===== src/rtl/cmp_pkg.sv =====
// Shared types and helpers for the iterative magnitude comparator.
//   state_t        : controller states
//   LT / EQ / GT   : result encodings, packed as {less, equal, greater}
//   calc_nslice()  : number of CHUNK-bit slices in a WIDTH-bit operand
//   slicing_ok()   : configuration check, WIDTH must be a multiple of CHUNK
package cmp_pkg;

    typedef enum logic [1:0] {
        IDLE = 2'd0,
        SCAN = 2'd1,
        DONE = 2'd2
    } state_t;

    localparam logic [2:0] LT = 3'b100;
    localparam logic [2:0] EQ = 3'b010;
    localparam logic [2:0] GT = 3'b001;

    function automatic int unsigned calc_nslice(input int unsigned width,
                                                input int unsigned chunk);
        return width / chunk;
    endfunction

    function automatic bit slicing_ok(input int unsigned width,
                                      input int unsigned chunk);
        return (chunk != 0) && (width >= chunk) && ((width % chunk) == 0);
    endfunction

endpackage


===== src/rtl/seq_comparator_if.sv =====
// Operand/result handshake bundle for seq_comparator.
//   master : upstream producer / result consumer side
//   slave  : comparator side
//   in_valid/in_ready with x, y, is_signed carry the operands;
//   out_valid/out_ready with less, equal, greater carry the result.
interface seq_comparator_if #(
    parameter int unsigned WIDTH = 16
);
    logic             in_valid;
    logic             in_ready;
    logic [WIDTH-1:0] x;
    logic [WIDTH-1:0] y;
    logic             is_signed;
    logic             out_valid;
    logic             out_ready;
    logic             less;
    logic             equal;
    logic             greater;

    modport master (
        output in_valid, x, y, is_signed, out_ready,
        input  in_ready, out_valid, less, equal, greater
    );

    modport slave (
        input  in_valid, x, y, is_signed, out_ready,
        output in_ready, out_valid, less, equal, greater
    );
endinterface


===== src/rtl/cmp_slice.sv =====
// Combinational unsigned compare of one CHUNK-bit slice.
//   a, b     : slice operands
//   slice_lt : a < b,  slice_eq : a == b,  slice_gt : a > b
module cmp_slice #(
    parameter int unsigned CHUNK = 4
) (
    input  logic [CHUNK-1:0] a,
    input  logic [CHUNK-1:0] b,
    output logic             slice_lt,
    output logic             slice_eq,
    output logic             slice_gt
);

    always_comb begin
        slice_lt = (a < b);
        slice_eq = (a == b);
        slice_gt = (a > b);
    end

endmodule


===== src/rtl/seq_comparator.sv =====
// Iterative WIDTH-bit magnitude comparator, one CHUNK-bit slice per clock,
// most significant slice first, with optional early exit.
//   clk, rst : clock, asynchronous active-high reset
//   bus      : seq_comparator_if slave (operands in, result out)
module seq_comparator
    import cmp_pkg::*;
#(
    parameter int unsigned WIDTH      = 16,
    parameter int unsigned CHUNK      = 4,
    parameter bit          EARLY_EXIT = 1'b1
) (
    input  logic            clk,
    input  logic            rst,
    seq_comparator_if.slave bus
);

    localparam int unsigned NSLICE   = calc_nslice(WIDTH, CHUNK);
    localparam int unsigned KW       = (NSLICE > 1) ? $clog2(NSLICE) : 1;
    localparam logic [KW-1:0]    KTOP     = KW'(NSLICE - 1);
    localparam logic [WIDTH-1:0] SIGN_BIT = WIDTH'(1) << (WIDTH - 1);

    if (!slicing_ok(WIDTH, CHUNK)) begin : g_bad_cfg
        $error("seq_comparator: WIDTH must be a non-zero multiple of CHUNK");
    end

    state_t           state_q, state_d;
    logic [WIDTH-1:0] xa_q, ya_q;
    logic [KW-1:0]    k_q;
    logic             lt_q, gt_q;
    logic             in_ready_q, in_ready_d;
    logic             out_valid_q, out_valid_d;
    logic [2:0]       res_q, res_d;

    logic [CHUNK-1:0] xs, ys;
    logic             s_lt, s_eq, s_gt;
    logic             accept, decided, lt_n, gt_n;

    // Current slice of the (biased) operands
    assign xs = CHUNK'(xa_q >> (32'(k_q) * CHUNK));
    assign ys = CHUNK'(ya_q >> (32'(k_q) * CHUNK));

    cmp_slice #(.CHUNK(CHUNK)) u_slice (
        .a        (xs),
        .b        (ys),
        .slice_lt (s_lt),
        .slice_eq (s_eq),
        .slice_gt (s_gt)
    );

    assign accept  = in_ready_q && bus.in_valid;
    // Only the first differing slice may set the sticky decision
    assign decided = lt_q || gt_q;
    assign lt_n    = lt_q || (!decided && s_lt);
    assign gt_n    = gt_q || (!decided && s_gt);

    // State register
    always_ff @(posedge clk or posedge rst) begin
        if (rst) begin
            state_q <= IDLE;
        end else begin
            state_q <= state_d;
        end
    end

    // Next-state logic
    always_comb begin
        state_d = state_q;
        unique case (state_q)
            IDLE: if (accept) state_d = SCAN;
            SCAN: if ((EARLY_EXIT && !decided && !s_eq) || (k_q == '0)) state_d = DONE;
            DONE: if (bus.out_ready) state_d = IDLE;
            default: state_d = IDLE;
        endcase
    end

    // Next values of the registered outputs
    always_comb begin
        in_ready_d  = (state_d == IDLE);
        out_valid_d = (state_d == DONE);
        res_d       = res_q;
        if (accept) begin
            res_d = '0;
        end else if ((state_q == SCAN) && (state_d == DONE)) begin
            res_d = lt_n ? LT : (gt_n ? GT : EQ);
        end
    end

    // Output registers
    always_ff @(posedge clk or posedge rst) begin
        if (rst) begin
            in_ready_q  <= 1'b0;
            out_valid_q <= 1'b0;
            res_q       <= '0;
        end else begin
            in_ready_q  <= in_ready_d;
            out_valid_q <= out_valid_d;
            res_q       <= res_d;
        end
    end

    // Operand capture (MSB bias turns signed compare into unsigned),
    // slice index and sticky decision
    always_ff @(posedge clk or posedge rst) begin
        if (rst) begin
            xa_q <= '0;
            ya_q <= '0;
            k_q  <= '0;
            lt_q <= 1'b0;
            gt_q <= 1'b0;
        end else if (accept) begin
            xa_q <= bus.x ^ (bus.is_signed ? SIGN_BIT : '0);
            ya_q <= bus.y ^ (bus.is_signed ? SIGN_BIT : '0);
            k_q  <= KTOP;
            lt_q <= 1'b0;
            gt_q <= 1'b0;
        end else if (state_q == SCAN) begin
            lt_q <= lt_n;
            gt_q <= gt_n;
            if (k_q != '0) begin
                k_q <= k_q - KW'(1);
            end
        end
    end

    assign bus.in_ready  = in_ready_q;
    assign bus.out_valid = out_valid_q;
    assign bus.less      = res_q[2];
    assign bus.equal     = res_q[1];
    assign bus.greater   = res_q[0];

endmodule


===== src/flat_wrapper.sv =====
// flat-port wrapper written by rule: the top's interface ports become plain ports
module seq_comparator_flat import cmp_pkg::*;
#(
    parameter int unsigned WIDTH      = 16,
    parameter int unsigned CHUNK      = 4,
    parameter bit          EARLY_EXIT = 1'b1
)
  (clk, rst, bus_in_valid, bus_x, bus_y, bus_is_signed, bus_out_ready, bus_in_ready, bus_out_valid, bus_less, bus_equal, bus_greater);
  seq_comparator_if #(.WIDTH(WIDTH)) bus_i ();
  input  logic clk;
  input  logic rst;
  input wire logic [$bits(bus_i.in_valid)-1:0] bus_in_valid;
  input wire logic [$bits(bus_i.x)-1:0] bus_x;
  input wire logic [$bits(bus_i.y)-1:0] bus_y;
  input wire logic [$bits(bus_i.is_signed)-1:0] bus_is_signed;
  input wire logic [$bits(bus_i.out_ready)-1:0] bus_out_ready;
  output wire logic [$bits(bus_i.in_ready)-1:0] bus_in_ready;
  output wire logic [$bits(bus_i.out_valid)-1:0] bus_out_valid;
  output wire logic [$bits(bus_i.less)-1:0] bus_less;
  output wire logic [$bits(bus_i.equal)-1:0] bus_equal;
  output wire logic [$bits(bus_i.greater)-1:0] bus_greater;
  assign bus_i.in_valid = bus_in_valid;
  assign bus_i.x = bus_x;
  assign bus_i.y = bus_y;
  assign bus_i.is_signed = bus_is_signed;
  assign bus_i.out_ready = bus_out_ready;
  assign bus_in_ready = bus_i.in_ready;
  assign bus_out_valid = bus_i.out_valid;
  assign bus_less = bus_i.less;
  assign bus_equal = bus_i.equal;
  assign bus_greater = bus_i.greater;
  seq_comparator #(.WIDTH(WIDTH), .CHUNK(CHUNK), .EARLY_EXIT(EARLY_EXIT)) u_core (.clk(clk), .rst(rst), .bus(bus_i));
endmodule

===== config.mk =====
export PLATFORM = sky130hd
export DESIGN_NAME = seq_comparator_flat
export DESIGN_NICKNAME = d
export VERILOG_FILES = /design/src/rtl/cmp_pkg.sv /design/src/rtl/seq_comparator_if.sv /design/src/rtl/cmp_slice.sv /design/src/rtl/seq_comparator.sv /design/src/flat_wrapper.sv
export SDC_FILE = /design/constraint.sdc
export NUM_CORES = 1
export LEC_CHECK = 0
export CORE_ASPECT_RATIO = 0.7
export CORE_MARGIN = 2
export CORE_UTILIZATION = 45
export DETAILED_ROUTE_END_ITERATION = 8
export HOLD_SLACK_MARGIN = 0.02
export PLACE_DENSITY_LB_ADDON = 0.25
export SLEW_MARGIN = 20
export SYNTH_ARGS = -nofsm -noshare
export SYNTH_HDL_FRONTEND = slang
export SYNTH_SLANG_ARGS = --single-unit

===== constraint.sdc =====
create_clock -name clk -period 2.5 [get_ports clk]
set_input_delay 0.5 -clock clk [delete_from_list [all_inputs] [get_ports clk]]
set_output_delay 0.5 -clock clk [all_outputs]
set_load 0.005 [all_outputs]

=== Yosys cells after proc, flatten, opt, wreduce, memory -nomap -nowiden ===
Index checks and enable logic that the tools add are counted.

* Add/subtract/negate cells: 1
* Multiply operators: 0
* Divide/modulo/power cells: 0
* $lt $le $gt $ge: 2
* Equal/unequal tests: 4
* Shifts and indexed selects: 2
* Mux-type cells: 16
* Bitwise operators: 2
* Reductions and logical operators: 19

{| class="wikitable"
|+ Operators with widths
! operator !! number
|-
| 16-bit by 4-bit >> shifter with 4-bit output || 2
|-
| 16-bit XOR || 2
|-
| 16-bit two-way mux || 1
|-
| 2-bit two-way mux || 7
|-
| 3-bit two-way mux || 3
|-
| 2-bit nonzero test || 4
|-
| 2-bit logical NOT || 3
|-
| 2-bit case mux with 3 select lines || 1
|-
| 1-bit logical AND || 5
|-
| 2-bit == test (second input constant) || 2
|-
| 4-bit == test || 1
|-
| 4-bit > comparator || 1
|-
| 1-bit logical OR || 4
|-
| 4-bit less-than comparator || 1
|-
| 1-bit two-way mux || 4
|-
| 2-bit by 1-bit == test with 1-bit output (second input constant) || 1
|-
| 1-bit logical NOT || 2
|-
| 2-bit AND reduction || 1
|-
| 2-bit by 1-bit subtractor with 2-bit output (second input constant) || 1
|}

* Bits in registers: 43
* Bits in latches: 0
* RAM bits: 0
* Bits in read-only memories: 0
* Input port bits: 37
* Output and inout bits: 5
* Memories kept: 0

=== Logic depth before layout (Yosys ltp) ===
Gate-level depths: netlist of the first run.

* Word-level depth: 11
* Mapped depth: 8
* Depth with buffers taken out: 7

=== By module ===
From an unflattened synthesis of the first run, not the netlist that was laid out.

* Cells, all modules: 149
* Area total of the unflattened synthesis: 2185.8 µm²

{| class="wikitable"
|+ Modules (own cells, without submodules)
! module !! instances !! cells each !! area an instance (µm²)
|-
| seq_comparator || 1 || 133 || 2057.0
|-
| cmp_slice || 1 || 16 || 128.9
|}

=== Worst setup path after synthesis of the first run ===
Ideal clock, no wire load.

* Path kind: reg2reg
* Start point: reg u_core.k_q[0]
* End point: reg u_core.res_q[1]
* Setup time: 82 ps
* Arrival time: 2317 ps
* Required time: 2418 ps
* Setup slack: 100 ps
* Stages on the path, launching flop included: 8
* Buffers on the path: 1
* Period minus slack after synthesis: 2400 ps
* Cells stage by stage: dfrtp_1 > buf_2 > mux4_2 > ha_1 > nand4_1 > and2_0 > or4b_1 > o22ai_1

* Longest elaborated chain between the ends: 10
* Elaborated cells on any way between the ends: 22

{| class="wikitable"
|+ Ends and longest elaborated chain
! item !! RTL line !! text
|-
| start, declared || seq_comparator.sv:28 || <nowiki>logic [KW-1:0] k_q;</nowiki>
|-
| start signal, assigned || seq_comparator.sv:120 || <nowiki>k_q <= k_q - KW'(1);</nowiki>
|-
| 16-bit by 4-bit >> shifter with 4-bit output, on equally long branches || seq_comparator.sv:39, seq_comparator.sv:40 ||
|-
| 4-bit == test || cmp_slice.sv:16 || <nowiki>slice_eq = (a == b);</nowiki>
|-
| 1-bit logical NOT || seq_comparator.sv:70 || <nowiki>SCAN: if ((EARLY_EXIT && !decided && !s_eq) || (k_q == '0)) state_d = DONE;</nowiki>
|-
| 1-bit logical AND || seq_comparator.sv:70 ||
|-
| 1-bit logical OR || seq_comparator.sv:70 ||
|-
| 2-bit two-way mux || seq_comparator.sv:70 ||
|-
| 2-bit case mux with 3 select lines || seq_comparator.sv:68 || <nowiki>unique case (state_q)</nowiki>
|-
| 2-bit == test || seq_comparator.sv:83 || <nowiki>end else if ((state_q == SCAN) && (state_d == DONE)) begin</nowiki>
|-
| 1-bit logical AND || seq_comparator.sv:83 ||
|-
| 2-bit nonzero test (no source line) || n/a ||
|-
| end signal, assigned || seq_comparator.sv:97 || <nowiki>res_q <= res_d;</nowiki>
|-
| end, declared || seq_comparator.sv:32 || <nowiki>logic [2:0] res_q, res_d;</nowiki>
|}

Parallel ways exist; a longest one is shown, timed or not. The select of a mux whose other input is x is not followed.
A chain may end at the register's enable or synchronous reset.

=== Final worst setup path of the first run ===
Same ends and word-level chain as after synthesis.

==> results of run 1 <==
-- how the worst max path moves through the flow --
stage | start | endpoint | slack [ps] | cells past startpoint
2_1_floorplan | u_core.k_q[0] | u_core.res_q[1] | 100 | 7
5_1_grt | u_core.k_q[0] | u_core.res_q[1] | 20 | 7
3_3_place_gp | u_core.k_q[0] | u_core.res_q[1] | 220 | 7
4_1_cts | u_core.k_q[0] | u_core.res_q[1] | 120 | 7
3_5_place_dp | u_core.k_q[0] | u_core.res_q[1] | 150 | 7
6_report | u_core.k_q[0] | u_core.res_q[1] | 140 | 7
-- worst min-delay path: cells and delay by family (launching register included) --
family           cells  cell delay (ps)
AND/OR/NAND/NOR      1               50
AO/OA/AOI/OAI        1               60
flip-flops           1              360
-- final cells by class --
type | instances | area (sq um)
Clock buffer | 8 | 100.1
Multi-Input combinational cell | 88 | 835.8
Inverter | 10 | 37.54
Timing Repair Buffer | 46 | 447.9
Fill cell | 343 | 1713
Tap cell | 55 | 68.82
Sequential cell | 43 | 1076
-- layer usage --
layer  track usage, %  up-vias
li1                 -      622
met1            22.14      650
met2            30.18       39
met3            5.571        7
met4            4.215        0
met5                0        -
-- registers in the layout, indices dropped and copies added (netlist names) --
name                  cells
u_core.state_q            2
u_core.bus.in_ready       1
u_core.lt_q               1
u_core.res_q              3
u_core.ya_q              16
u_core.xa_q              16
u_core.k_q                2
u_core.gt_q               1
u_core.bus.out_valid      1
-- metrics by stage --
stage	utilization (%)	std cells	total power, uW	cell area [sq um]
after detailed placement	57.63	242	2614	2466
after CTS	59.97	250	3095	2566
after global placement	57.63	242	2512	2466
final	59.97	250	3067	2566
after floorplan	-	147	2171	1981
after global routing	59.97	250	3289	2566
-- layout by cell type, fill, tap and decap left out, types with 2 or more instances in the layout --
cell and instances:
a21oi_1 5, buf_4 5, clkbuf_8 7, clkdlybuf4s50_1 41, dfrtp_1 43, ha_1 5, inv_1 10, mux2_2 30
mux4_2 8, nand2_1 6, nand2b_1 2, nor2_1 5, nor3_1 2, o21ai_0 7, or3_1 2, xnor2_1 2
-- power groups by stage --
stage	combinational, uW	sequential, uW	clock, uW
after detailed placement	1360	1250	0
after global routing	1490	1280	522
after CTS	1370	1240	490
after global placement	1260	1250	0
after floorplan	1010	1160	0
final	1360	1240	472
-- kinds of logic after synthesis --
logic type	Yosys count	synth area share, %
mux	38	26.15
compound gates	20	6.128
fa+ha+maj	5	3.159
simple gates	23	5.875
flops	43	54.33
buf+inv	16	3.474
xor+xnor	2	0.8846
==> reports/metrics.csv, run 1 <==
stage,metric,value,unit
cells_and_area,"Net count, final",236,
worst_hold_path,Hold Path Stages,2,
grt,global-route wire length before repair,6.720,mm
sta,headroom to the max-slew limit,63.73,%
yosys,mapped cell area,1981,sq um
grt,largest net degree at the start of global routing,44,
yosys,Netlist cell types,30,
drt,Vias/cell,5.272,
power,Sw Ratio,33.40,%
clocking,Hold Buf Count CTS,0,
floorplanning,Core Region,4279,sq um
floorplanning,floorplan die width,83.30,um
power,Leak Pwr,0.001094,uW
drt,drc violations,0,
critical_path,crit-path cells,buf_4 -> mux4_2 -> ha_1 -> nand4_1 -> and2_0 -> or4b_1 -> o22ai_1,
critical_path,"CP delay by family, top",simple AND/OR/NAND/NOR gates,
clocking,TritonCTS buffer count,5,
yosys,Syn Nets,189,
cells_and_area,# diodes,0,
clocking,clock sinks,43,
drt,first-pass detailed-route iteration total,7,
power,Net Switching,1024,uW
grt,gr usage total,17.54,%
power,Seq pwr share,40.4,%
power,Comb pwr share,44.2,%
place,hpwl dp,2.901,mm
yosys,Mean Syn Cell Area,13.47,sq um
yosys,"FFs w/ async S/R, synth",100.0,%
sta,Period minus WS final,2355,ps
critical_path,Worst Reg-to-Reg Cells,7,
sta,RSZ-0062 raised after global routing,false,
worst_hold_path,worst min path class,reg2reg,
grt,grt total ovfl,0,
critical_path,Crit Path Max Fanout,5,
yosys,Yosys top cell by area,dfrtp_1,
power,VDD IR max,465.7,uV
sta,pins over their slew limit,0,
yosys,Yosys reg bits,43,
drt,vias,1318,
sta,final worst slack,144.7,ps
yosys,Syn. warnings,0,
worst_hold_path,hold path startpoint,u_core.xa_q[15],
cells_and_area,layout cells sized above 1,25.64,%
critical_path,worst r2r src,u_core.k_q[0],
critical_path,crit start category,flip-flop,
yosys,number of synthesized flops with an enable pin,0,
critical_path,kind of critical path,reg2reg,
critical_path,Worst Path Arrival,2570,ps
sta,skew final,2.405,ps
drt,max layer used,met4,
clocking,clk buf depth,2,
yosys,synth top area cells,"dfrtp_1 54%, mux2_2 17%, mux4_2 9.1%, ha_1 3.2%, inv_1 1.9%",
sta,hold slack,497.3,ps
yosys,top-count cell post-synth,dfrtp_1,
yosys,share of the synthesized area in the top cell type,54.33,%
drt,Detailed Route Iter0 Violations,47,
floorplanning,starting density of the core,46.29,%
drt,Routed WL,3.922,mm
clocking,clock-pin slew on the worst setup and hold paths,80,ps
floorplanning,Die Y,59.51,um
clocking,Root Buffer,clkbuf_8,
drt,met3 routed WL,205,um
grt,vias in the first global route,1472,
sta,final hold violations,0,
yosys,register area share after synthesis,54.33,%
worst_hold_path,Hold Path End,u_core.xa_q[15],
critical_path,worst endpoint required time,2720,ps
drt,Metal-1 WL,1.826,mm
grt,initial antenna violation count,0,
drt,wire length per cell,15.69,um
place,GPL Wtd Cong,0.7382,
critical_path,Critical Path End Type,flip-flop,
power,Power Density,1195,nW/um^2
place,Port Buf Inserts,41,
critical_path,CP max stage delay,510,ps
place,pre-CTS setup slack,147.0,ps
clocking,H-tree depth,2,
sta,Fmax,424.6,MHz
power,clock share of power,15.4,%
sta,setup TNS,0,ps
run,max-cap violations,0,
sta,final setup vio count,0,
sta,fin crit share,94.21,%
critical_path,worst reg2reg endpoint,u_core.res_q[1],
floorplanning,# rows,20,
clocking,cts repair resizes,0,
run_status,status,"finished, final reports clean",
yosys,Gate Count Post-Synth,147,
critical_path,Reg2Reg Setup Slack,140,ps
power,Pint,2042,uW
floorplanning,Die Area,4956,sq um
yosys,Most used DFF post-synth,dfrtp_1,
cells_and_area,Area Growth Syn to Fin,29.56,%
critical_path,buffer and inverter count on the worst path,1,
yosys,Post-synth top cells,"43 x dfrtp_1, 30 x mux2_2, 10 x inv_1",
critical_path,CP max stage cell,mux4_2,
clocking,Worst-Skew Late Latency,290,ps
clocking,CTS tree,yes,
drt,Detail Route met2 WL,1.857,mm
floorplanning,I/O pin cnt,42,
clocking,setup bufs post-CTS,0,
sta,actual slew at the worst max-slew pin,544.1,ps
drt,Antenna Nets Post-Route,0,
(Power assumes the default switching activity.)
==> run 2: changes to the inputs <==
- PLACE_DENSITY: default -> 0.74
- PLACE_DENSITY_LB_ADDON: 0.25 -> default
==> reports/metrics.csv, run 2 (same netlist as run 1, synthesis figures left out) <==
stage,metric,value,unit,change
run_status,status,"finished, final reports clean",,
critical_path,Worst Path Arrival,2570,ps,about the same
clocking,cts repair resizes,0,,unchanged
floorplanning,# rows,20,,unchanged
place,GPL Wtd Cong,0.7671,,+3.9%
clocking,clock-pin slew on the worst setup and hold paths,80,ps,about the same
sta,fin crit share,94.54,%,+0.33 points
power,VDD IR max,467.0,uV,+0.27%
critical_path,worst r2r src,u_core.k_q[0],,
critical_path,worst endpoint required time,2710,ps,about the same
clocking,clk buf depth,2,,unchanged
power,Net Switching,1005,uW,-1.9%
cells_and_area,# diodes,0,,unchanged
place,Port Buf Inserts,41,,unchanged
clocking,Root Buffer,clkbuf_8,,
drt,wire length per cell,15.85,um,+1.0%
sta,skew final,7.839,ps,+5.434 ps
floorplanning,I/O pin cnt,42,,unchanged
grt,gr usage total,17.53,%,about the same
drt,vias,1336,,+1.4%
sta,setup TNS,0,ps,unchanged
cells_and_area,layout cells sized above 1,25.91,%,+0.27 points
critical_path,Reg2Reg Setup Slack,140,ps,about the same
power,Leak Pwr,0.001090,uW,-0.41%
cells_and_area,most frequent cells in the layout,"43 x dfrtp_1, 41 x clkdlybuf4s50_1, 30 x mux2_2",,
drt,Routed WL,3.931,mm,+0.23%
cells_and_area,Regs by FF count,"u_core.xa_q x16, u_core.ya_q x16, u_core.res_q x3",,
drt,drc violations,0,,unchanged
place,Placed Instances,241,,-0.41%
cells_and_area,"Design Area, Final",2552,sq um,-0.54%
power,Design Power,3009,uW,-1.9%
clocking,setup bufs post-CTS,0,,unchanged
power,Sw Ratio,33.40,%,about the same
power,Pint,2004,uW,-1.9%
power,Comb pwr share,44.0,%,-0.2 points
critical_path,Critical Path End Type,flip-flop,,
grt,global-route wire length before repair,6.568,mm,-2.3%
drt,Detailed Route Iter0 Violations,33,,-30%
critical_path,crit start category,flip-flop,,
sta,actual slew at the worst max-slew pin,530.0,ps,-14.11 ps
floorplanning,Core Region,4279,sq um,unchanged
critical_path,Setup crit end,u_core.res_q[1],,
sta,Period minus WS final,2363,ps,+8.214 ps
place,post-placement cell area,2459,sq um,-0.30%
floorplanning,starting density of the core,46.29,%,unchanged
power,Power Density,1179,nW/um^2,-1.4%
critical_path,Crit Path Max Fanout,6,,+1
drt,Vias/cell,5.387,,+2.2%
grt,grt total ovfl,0,,unchanged
critical_path,Worst Reg-to-Reg Cells,7,,unchanged
power,clock share of power,14.4,%,-1.0 points
clocking,TritonCTS buffer count,5,,unchanged
sta,Fmax,423.1,MHz,-0.35%
power,Seq pwr share,41.6,%,+1.2 points
floorplanning,floorplan die width,83.30,um,unchanged
floorplanning,Die Area,4956,sq um,unchanged
place,hpwl dp,2.938,mm,+1.3%
cells_and_area,"Net count, final",235,,-0.42%
sta,final setup vio count,0,,unchanged
cells_and_area,"most common cell after layout, fill and taps aside",dfrtp_1,,
cells_and_area,"non-filler cells, final",248,,-0.80%
floorplanning,Die Y,59.51,um,unchanged
sta,final hold violations,0,,unchanged
grt,vias in the first global route,1332,,-9.5%
clocking,H-tree depth,2,,unchanged
critical_path,crit path from,u_core.k_q[0],,
run,max-cap violations,0,,unchanged
clocking,Hold Buf Count CTS,0,,unchanged
worst_hold_path,Hold Path Stages,2,,unchanged
sta,headroom to the max-slew limit,64.67,%,+0.94 points
grt,initial antenna violation count,0,,unchanged
critical_path,kind of critical path,reg2reg,,
drt,Antenna Nets Post-Route,0,,unchanged
grt,largest net degree at the start of global routing,44,,unchanged
critical_path,worst reg2reg endpoint,u_core.res_q[1],,
cells_and_area,Area Growth Syn to Fin,28.87,%,
clocking,clock sinks,43,,unchanged
sta,pins over their slew limit,0,,unchanged
drt,first-pass detailed-route iteration total,4,,-3
clocking,CTS tree,yes,,
clocking,Worst-Skew Late Latency,290,ps,about the same
worst_hold_path,worst min path class,reg2reg,,
## run 2: worst min path at each step
stage,slack [ps],from,to
2_1_floorplan,440,u_core.xa_q[15],u_core.xa_q[15]
3_3_place_gp,470,u_core.xa_q[15],u_core.xa_q[15]
3_5_place_dp,470,u_core.xa_q[15],u_core.xa_q[15]
4_1_cts,490,u_core.xa_q[15],u_core.xa_q[15]
5_1_grt,520,u_core.ya_q[2],u_core.ya_q[2]
6_report,490,u_core.xa_q[15],u_core.xa_q[15]
## run 2: power groups by stage
stage | Clock (uW) | Combinational (uW) | Sequential (uW)
floorplan | 0 | 1010 | 1160
CTS | 449 | 1310 | 1250
global route | 482 | 1470 | 1290
global placement | 0 | 1230 | 1260
finish | 433 | 1320 | 1250
detailed placement | 0 | 1300 | 1260
## run 2: metrics by stage
stage               setup WS [ps]  hold WS (ps)  util, %
detailed placement          97.66         473.2    57.46
global route               -4.801         523.7    59.65
floorplan                   100.4         444.8        -
global placement            184.5         466.0    57.46
finish                      136.5         490.9    59.65
CTS                         85.61         491.6    59.50
## run 2: layer usage
metal	global-route usage (%)	wire, um	vias up	share of wire, %
met3	5.710	247	2	6.3
met1	23.77	1819	672	46
met4	5.152	21	0	0.53
met2	27.53	1842	43	47
li1	-	-	619	-
met5	0	0	-	0
## run 2: area by class of cell
type | instances | area [sq um]
Clock buffer | 6 | 82.58
Clock inverter | 1 | 5.005
Fill cell | 334 | 1727
Inverter | 10 | 37.54
Multi-Input combinational cell | 88 | 838.3
Sequential cell | 43 | 1076
Tap cell | 55 | 68.82
Timing Repair Buffer | 45 | 444.2
## run 2: critical path, cell delays in order (launching register included)
cell and delay (ps):
dfrtp_1 360, buf_4 160, mux4_2 500, ha_1 310, nand4_1 120, and2_4 190, or4b_1 500, o22ai_1 130
